### src/rtl/sat_run_sequencer.sv
// sat_run_sequencer: sequences one CNF evaluation on the SAT accelerator array.
// The host loads {eoc,neg,var} literals into a persistent buffer. A start pulse
// replays the buffer as GLOBAL_RST / LIT... / COMMIT / CLAUSE_RST command
// groups, waits RES_LAT cycles for the array result, latches it into sat and
// pulses done.
// Optional build macro: SAT_SEQ_CYCLE_CNT_EN adds the run_cycles[15:0] output.
module sat_run_sequencer #(
    parameter int unsigned LIT_DEPTH = 64,
    parameter int unsigned RES_LAT   = 3,
    parameter int unsigned VAR_W     = 5
) (
    input  logic             clk,
    input  logic             resetN,
    input  logic             lit_valid,
    output logic             lit_ready,
    input  logic [VAR_W-1:0] lit_var,
    input  logic             lit_neg,
    input  logic             lit_eoc,
    input  logic             clr,
    input  logic             start,
    input  logic             abort,
    output logic             busy,
    output logic             done,
    output logic             sat,
    output logic             err,
    output logic [1:0]       stateVal,
    output logic [VAR_W-1:0] varPos,
    output logic             negCtrl,
    input  logic             outSATRes
`ifdef SAT_SEQ_CYCLE_CNT_EN
    ,
    output logic [15:0]      run_cycles
`endif
);

    localparam int unsigned AW = (LIT_DEPTH > 1) ? $clog2(LIT_DEPTH) : 1;
    localparam int unsigned CW = AW + 1;
    localparam int unsigned DW = (RES_LAT > 1) ? $clog2(RES_LAT) : 1;

    localparam logic [CW-1:0] DEPTH_C    = CW'(LIT_DEPTH);
    localparam logic [DW-1:0] DRAIN_INIT = DW'(RES_LAT - 1);

    localparam logic [1:0] CMD_GRST   = 2'b00;
    localparam logic [1:0] CMD_CRST   = 2'b01;
    localparam logic [1:0] CMD_LIT    = 2'b10;
    localparam logic [1:0] CMD_COMMIT = 2'b11;

    typedef enum logic [2:0] {
        S_IDLE,
        S_GRST,
        S_LIT,
        S_COMMIT,
        S_CRST,
        S_DRAIN,
        S_DONE
    } state_t;

    typedef struct packed {
        logic             eoc;
        logic             neg;
        logic [VAR_W-1:0] vpos;
    } lit_t;

    lit_t             r_mem [LIT_DEPTH];

    state_t           r_state;
    logic [CW-1:0]    r_count;
    logic [AW-1:0]    r_ptr;
    logic [DW-1:0]    r_drain;
    logic             r_clause_end;
    logic             r_last;
    logic             r_lit_ready;
    logic             r_busy;
    logic             r_done;
    logic             r_sat;
    logic             r_err;
    logic [1:0]       r_stateVal;
    logic [VAR_W-1:0] r_varPos;
    logic             r_negCtrl;

    logic             w_start_ok;
    logic             w_clr_ok;
    logic             w_wr;
    logic             w_final;
    logic [CW-1:0]    w_cnt_nxt;
    lit_t             w_rd;
    lit_t             w_wr_lit;

    // Host-side load qualifiers: start beats clr, clr beats a same-cycle write
    assign w_start_ok = (r_state == S_IDLE) && start;
    assign w_clr_ok   = (r_state == S_IDLE) && clr && !start;
    assign w_wr       = lit_valid && r_lit_ready && !w_clr_ok;
    assign w_wr_lit   = '{eoc: lit_eoc, neg: lit_neg, vpos: lit_var};

    // Replay read port and "this is the last buffered entry" flag
    assign w_rd    = r_mem[r_ptr];
    assign w_final = ({1'b0, r_ptr} == (r_count - CW'(1)));

    // Next buffer fill level
    always_comb begin
        w_cnt_nxt = r_count;
        if (w_clr_ok) begin
            w_cnt_nxt = '0;
        end else if (w_wr) begin
            w_cnt_nxt = r_count + CW'(1);
        end
    end

    // Literal buffer storage; contents survive runs, only the count is cleared
    always_ff @(posedge clk) begin
        if (w_wr) begin
            r_mem[r_count[AW-1:0]] <= w_wr_lit;
        end
    end

    // Run sequencer FSM with registered command and handshake outputs
    always_ff @(posedge clk or negedge resetN) begin
        if (!resetN) begin
            r_state      <= S_IDLE;
            r_count      <= '0;
            r_ptr        <= '0;
            r_drain      <= '0;
            r_clause_end <= 1'b0;
            r_last       <= 1'b0;
            r_lit_ready  <= 1'b0;
            r_busy       <= 1'b0;
            r_done       <= 1'b0;
            r_sat        <= 1'b0;
            r_err        <= 1'b0;
            r_stateVal   <= CMD_CRST;
            r_varPos     <= '0;
            r_negCtrl    <= 1'b0;
        end else begin
            r_done      <= 1'b0;
            r_lit_ready <= 1'b0;
            r_count     <= w_cnt_nxt;
            if (abort && r_busy) begin
                r_state     <= S_IDLE;
                r_stateVal  <= CMD_CRST;
                r_varPos    <= '0;
                r_negCtrl   <= 1'b0;
                r_busy      <= 1'b0;
                r_lit_ready <= (r_count < DEPTH_C);
            end else begin
                case (r_state)
                    S_IDLE: begin
                        if (w_start_ok) begin
                            if (r_count == '0) begin
                                r_state <= S_DONE;
                                r_done  <= 1'b1;
                                r_err   <= 1'b1;
                                r_sat   <= 1'b0;
                            end else begin
                                r_state    <= S_GRST;
                                r_stateVal <= CMD_GRST;
                                r_err      <= 1'b0;
                                r_ptr      <= '0;
                                r_busy     <= 1'b1;
                            end
                        end else begin
                            r_lit_ready <= (w_cnt_nxt < DEPTH_C);
                        end
                    end
                    S_GRST, S_CRST, S_LIT: begin
                        if ((r_state == S_LIT) && r_clause_end) begin
                            r_state    <= S_COMMIT;
                            r_stateVal <= CMD_COMMIT;
                            r_varPos   <= '0;
                            r_negCtrl  <= 1'b0;
                        end else begin
                            r_state      <= S_LIT;
                            r_stateVal   <= CMD_LIT;
                            r_varPos     <= w_rd.vpos;
                            r_negCtrl    <= w_rd.neg;
                            r_ptr        <= r_ptr + AW'(1);
                            r_clause_end <= w_rd.eoc || w_final;
                            r_last       <= w_final;
                        end
                    end
                    S_COMMIT: begin
                        r_stateVal <= CMD_CRST;
                        if (r_last) begin
                            r_state <= S_DRAIN;
                            r_drain <= DRAIN_INIT;
                        end else begin
                            r_state <= S_CRST;
                        end
                    end
                    S_DRAIN: begin
                        if (r_drain == '0) begin
                            r_sat   <= outSATRes;
                            r_done  <= 1'b1;
                            r_busy  <= 1'b0;
                            r_state <= S_DONE;
                        end else begin
                            r_drain <= r_drain - DW'(1);
                        end
                    end
                    S_DONE: begin
                        r_state     <= S_IDLE;
                        r_lit_ready <= (r_count < DEPTH_C);
                    end
                    default: begin
                        r_state    <= S_IDLE;
                        r_stateVal <= CMD_CRST;
                        r_busy     <= 1'b0;
                    end
                endcase
            end
        end
    end

    assign lit_ready = r_lit_ready;
    assign busy      = r_busy;
    assign done      = r_done;
    assign sat       = r_sat;
    assign err       = r_err;
    assign stateVal  = r_stateVal;
    assign varPos    = r_varPos;
    assign negCtrl   = r_negCtrl;

`ifdef SAT_SEQ_CYCLE_CNT_EN
    logic [15:0] r_run_cycles;

    // Busy-cycle counter: cleared on accepted start, saturates, holds when idle
    always_ff @(posedge clk or negedge resetN) begin
        if (!resetN) begin
            r_run_cycles <= '0;
        end else if (w_start_ok) begin
            r_run_cycles <= '0;
        end else if (r_busy && (r_run_cycles != 16'hFFFF)) begin
            r_run_cycles <= r_run_cycles + 16'd1;
        end
    end

    assign run_cycles = r_run_cycles;
`endif

endmodule

### config.mk
export PLATFORM = sky130hd
export DESIGN_NAME = sat_run_sequencer
export DESIGN_NICKNAME = d
export VERILOG_FILES = /design/src/rtl/sat_run_sequencer.sv
export SDC_FILE = /design/constraint.sdc
export NUM_CORES = 1
export LEC_CHECK = 0
export ABC_AREA = 0
export CORE_ASPECT_RATIO = 2
export CORE_UTILIZATION = 56
export DETAILED_ROUTE_END_ITERATION = 8
export MAX_ROUTING_LAYER = met4
export PLACE_DENSITY = 0.81
export SLEW_MARGIN = 20
export SYNTH_ARGS = -nofsm -noshare
export SYNTH_HDL_FRONTEND = slang
export SYNTH_SLANG_ARGS = --single-unit
### constraint.sdc
create_clock -name clk -period 2.3 [get_ports clk]
set_input_delay 0.46 -clock clk [delete_from_list [all_inputs] [get_ports clk]]
set_output_delay 0.46 -clock clk [all_outputs]
set_load 0.005 [all_outputs]
==> results.md <==
- Status: finished, violations left
- Failing checks: negative setup slack
- Row Count: 95
- Fin crit share: 103%
- Clock Latency Late Sink: 0.56 ns
- Routed Antenna Nets: 0
- Crit path arrival time: 2.80 ns
- CP Cell Sequence: buf_12 > buf_4 > mux4_2 > a2111oi_4 > buf_4 > a2111o_1 > a31oi_1
- Top FF cell, synth: edfxtp_1
- Post-DR vias/cell: 6.48
- Initial antenna violation count: 0
- WP data required: 2.72 ns
- Startpoint types: flop
- Number of flops mapped to enable cells by yosys: 448
- CTS Buffer Depth: 3
- CTS root buf: clkbuf_16
- Total grt overflow: 0
- Clk_skew: 0.0190 ns
- Finished Layout Cells: 1679
- Area growth, synth to finish: 19.3%
- Total wire length: 49500 um
- PwrDens: 1100 nW/um^2
- Count of pins over their slew limit: 0
- Worst r2r src: r_ptr[0]
- RSZ-0062 raised after global routing: true
- Crit. Startpoint: r_ptr[0]
- Yosys cell types: 59
- Final hold violation count: 0
- Post-Synthesis Cell Area: 19300 um^2
- Critical path endpoint category: flop
- Register area share after synthesis: 74.1%
- Fillers: 2005
- Clk sinks: 481
- Flops & latches, synth: 481
- # H-tree levels: 2
- Reg2reg setup slack: -0.08 ns
- Share of cells above drive strength 1: 33.5%
- Maxcap violations: 0
- DIE AREA: 35200 um^2
- Slowest stage delay, CP: 0.55 ns
- Starting density of the core: 57.1%
- Post-DR wirelength/cell: 29.5 um
- Core Region: 33800 um^2
- Largest net degree at the start of global routing: 65
- First-pass GRT wire length: 72700 um
- Nets@finish: 1230
- Chip Width: 133 um
- Io pins: 27
- Post-detail-place hpwl: 31200 um
- Tot GR Track Use: 30.0%
- Largest area contributor in the netlist: edfxtp_1
- Synth Warn #: 0
- Slew @ Worst Pin: 0.791 ns
- Vert. Die Dim: 264 um
- CP endpoint: r_clause_end
- Critical path type: flop to flop
- Hold_buf cts: 0
- Reg2reg end: r_clause_end
- Synth top area share: 69.8%
- Syn nets: 1020
- Slowest CP cell: mux4_2
- HP Class: input port to async pin
- Router iterations before antenna repair: 5
- Via count: 10.9k
- TritonCTS clock tree: built
- Fmax: 421 MHz
- Pre-CTS setup slack: -0.135 ns
- Final Setup Violations: 4
- Total clock buffers created by CTS: 39
- Reg clk slew, reported paths: 0.07 ns
- Peak VDD IR: 1030 uV
- Placed instance count: 1584
- Min Tclk post-route: 2.38 ns
- Number of global-route vias before repair: 11.4k
- Max-slew headroom: 47.2%
- R2R depth: 7
- Diodes inserted: 0
- Synth top area cells: edfxtp_1, mux4_2, dfrtp_1, nor2_1, a22oi_1
- Synth Area per Inst: 19.2 um^2
- First DRT Iteration DRCs: 1148
- Port Buffers: 26
- Crit-path max FO: 10
- Cells after Synth: 1002
- Synth async-reset ratio: 6.86%
- Leakage: 7.64 nW
- Final Wtd Congestion: 0.998
- Drt drc: 0
- Top cell by count, worst path: buf_4
- Setup ws final: -0.0752 ns
==> kinds of logic (layout without fill, tap and decap cells) <==
kind of cell | after synthesis | in the layout | share of synthesized area [%]
flip-flops | 481 | 481 | 74.1
buffers and inverters | 68 | 309 | 1.68
AND/OR/NAND/NOR | 201 | 201 | 4.84
adder cells (fa/ha/maj) | 4 | 4 | 0.260
AO/OA/AOI/OAI | 103 | 103 | 3.60
multiplexers | 133 | 133 | 15.0
XOR/XNOR | 12 | 12 | 0.546
==> stage by stage <==
stage	total power [mW]	TNS [ns]	hold WS, ns	util [%]	cell area [um^2]
2_1_floorplan	14.7	0	0.164	-	19300
6_report	25.3	-0.234	0.336	68.1	23000
3_3_place_gp	17.5	-9.26	0.456	63.1	21300
4_1_cts	25.0	-0.0466	0.342	67.8	22900
3_5_place_dp	17.7	-25.26	0.464	63.1	21300
5_1_grt	26.0	-0.415	0.383	68.1	23000
==> how the worst min path moves through the flow <==
stage	from	endpoint	slack (ns)	cells past startpoint
after detailed placement	stateVal[0]	stateVal[0]	0.46	2
after CTS	resetN	varPos[3]	0.34	2
after global routing	resetN	varPos[3]	0.38	2
after floorplan	resetN	busy	0.16	0
after global placement	stateVal[0]	stateVal[0]	0.46	2
final	resetN	varPos[3]	0.34	2
==> critical path: cells and delay by family, from the launching register on <==
kind | cells | cell delay (ns)
compound gates | 3 | 0.72
mux | 1 | 0.55
flops | 1 | 0.48
buf+inv | 3 | 0.49
==> synth_stat cells, types with 4 or more instances <==
| master | instances |
|---|---|
| or3_1 | 5 |
| inv_1 | 12 |
| nor2_1 | 91 |
| and2_1 | 4 |
| a21oi_1 | 22 |
| dfrtp_1 | 32 |
| o21ai_0 | 18 |
| clkbuf_1 | 25 |
| a31oi_1 | 6 |
| o211ai_1 | 7 |
| and3_1 | 4 |
| ha_1 | 4 |
| buf_2 | 13 |
| nand2_1 | 41 |
| nor3_1 | 7 |
| nand3_1 | 15 |
| nor2b_1 | 10 |
| mux2i_1 | 9 |
| nand3b_1 | 4 |
| mux4_2 | 124 |
| buf_1 | 7 |
| buf_4 | 8 |
| edfxtp_1 | 448 |
| xnor2_1 | 9 |
| a22oi_1 | 27 |
==> layout make-up <==
class / count / area, um^2 / area share (%)
clock inverter: 22 / 201 / 0.876
clock buffer: 50 / 1040 / 4.52
timing repair buffer: 225 / 2070 / 9.00
tap: 436 / 546 / 2.37
multi-input combinational: 453 / 4800 / 20.9
inverter: 12 / 45.0 / 0.196
sequential: 481 / 14300 / 62.2
==> report_power, final <==
| part | switching (mW) | total, mW | leakage, nW | internal, mW |
|---|---|---|---|---|
| clock network | 3.01 | 6.57 | 0.601 | 3.57 |
| registers | 0.213 | 10.1 | 4.45 | 9.85 |
| logic | 4.30 | 8.63 | 2.60 | 4.32 |
| total | 7.52 | 25.3 | 7.64 | 17.7 |
==> state kept, by name (all words and copies together) (netlist names) <==
name and count:
r_clause_end 1, negCtrl 1, sat 1, r_last 1, err 1, done 1
stateVal 2, varPos 5, r_ptr 6, r_state 3, r_count 7, busy 1
r_mem 448, lit_ready 1, r_drain 2
==> layer usage <==
| metal | GRT usage [%] | vias to the layer above | share of wire (%) |
|---|---|---|---|
| met5 | - | - | 0 |
| met4 | 18.3 | 0 | 6.3 |
| met3 | 4.04 | 165 | 6.0 |
| met2 | 53.5 | 567 | 56 |
| met1 | 31.0 | 5657 | 32 |
| li1 | - | 4490 | - |
==> repair_timing <==
item                                    CTS  global route
endpoints found under the setup margin    7            11
resized for setup                        20            22
buffers inserted                         16             5
pin swaps                                 8             7
gates cloned                              3             0
==> placed cells by master (no fill, tap or decap), types with 4 or more instances in the layout <==
cell type / instances
inv_1: 12
a22oi_1: 13
clkbuf_1: 10
edfxtp_1: 448
nand2_1: 41
clkdlybuf4s50_1: 19
dfrtp_1: 29
a21oi_1: 21
or3_1: 4
clkinv_1: 10
clkbuf_16: 40
o211ai_1: 7
nor2b_1: 9
clkinv_2: 5
nor3_1: 6
buf_4: 171
and2_1: 4
buf_12: 20
a31oi_1: 6
buf_2: 7
o21ai_0: 16
nor2_1: 90
buf_16: 4
nand3_1: 15
nand3b_1: 4
a22oi_2: 14
xnor2_1: 9
and3_1: 4
mux4_2: 124
mux2i_1: 9
Note: power is estimated with default switching activity, not from simulation.
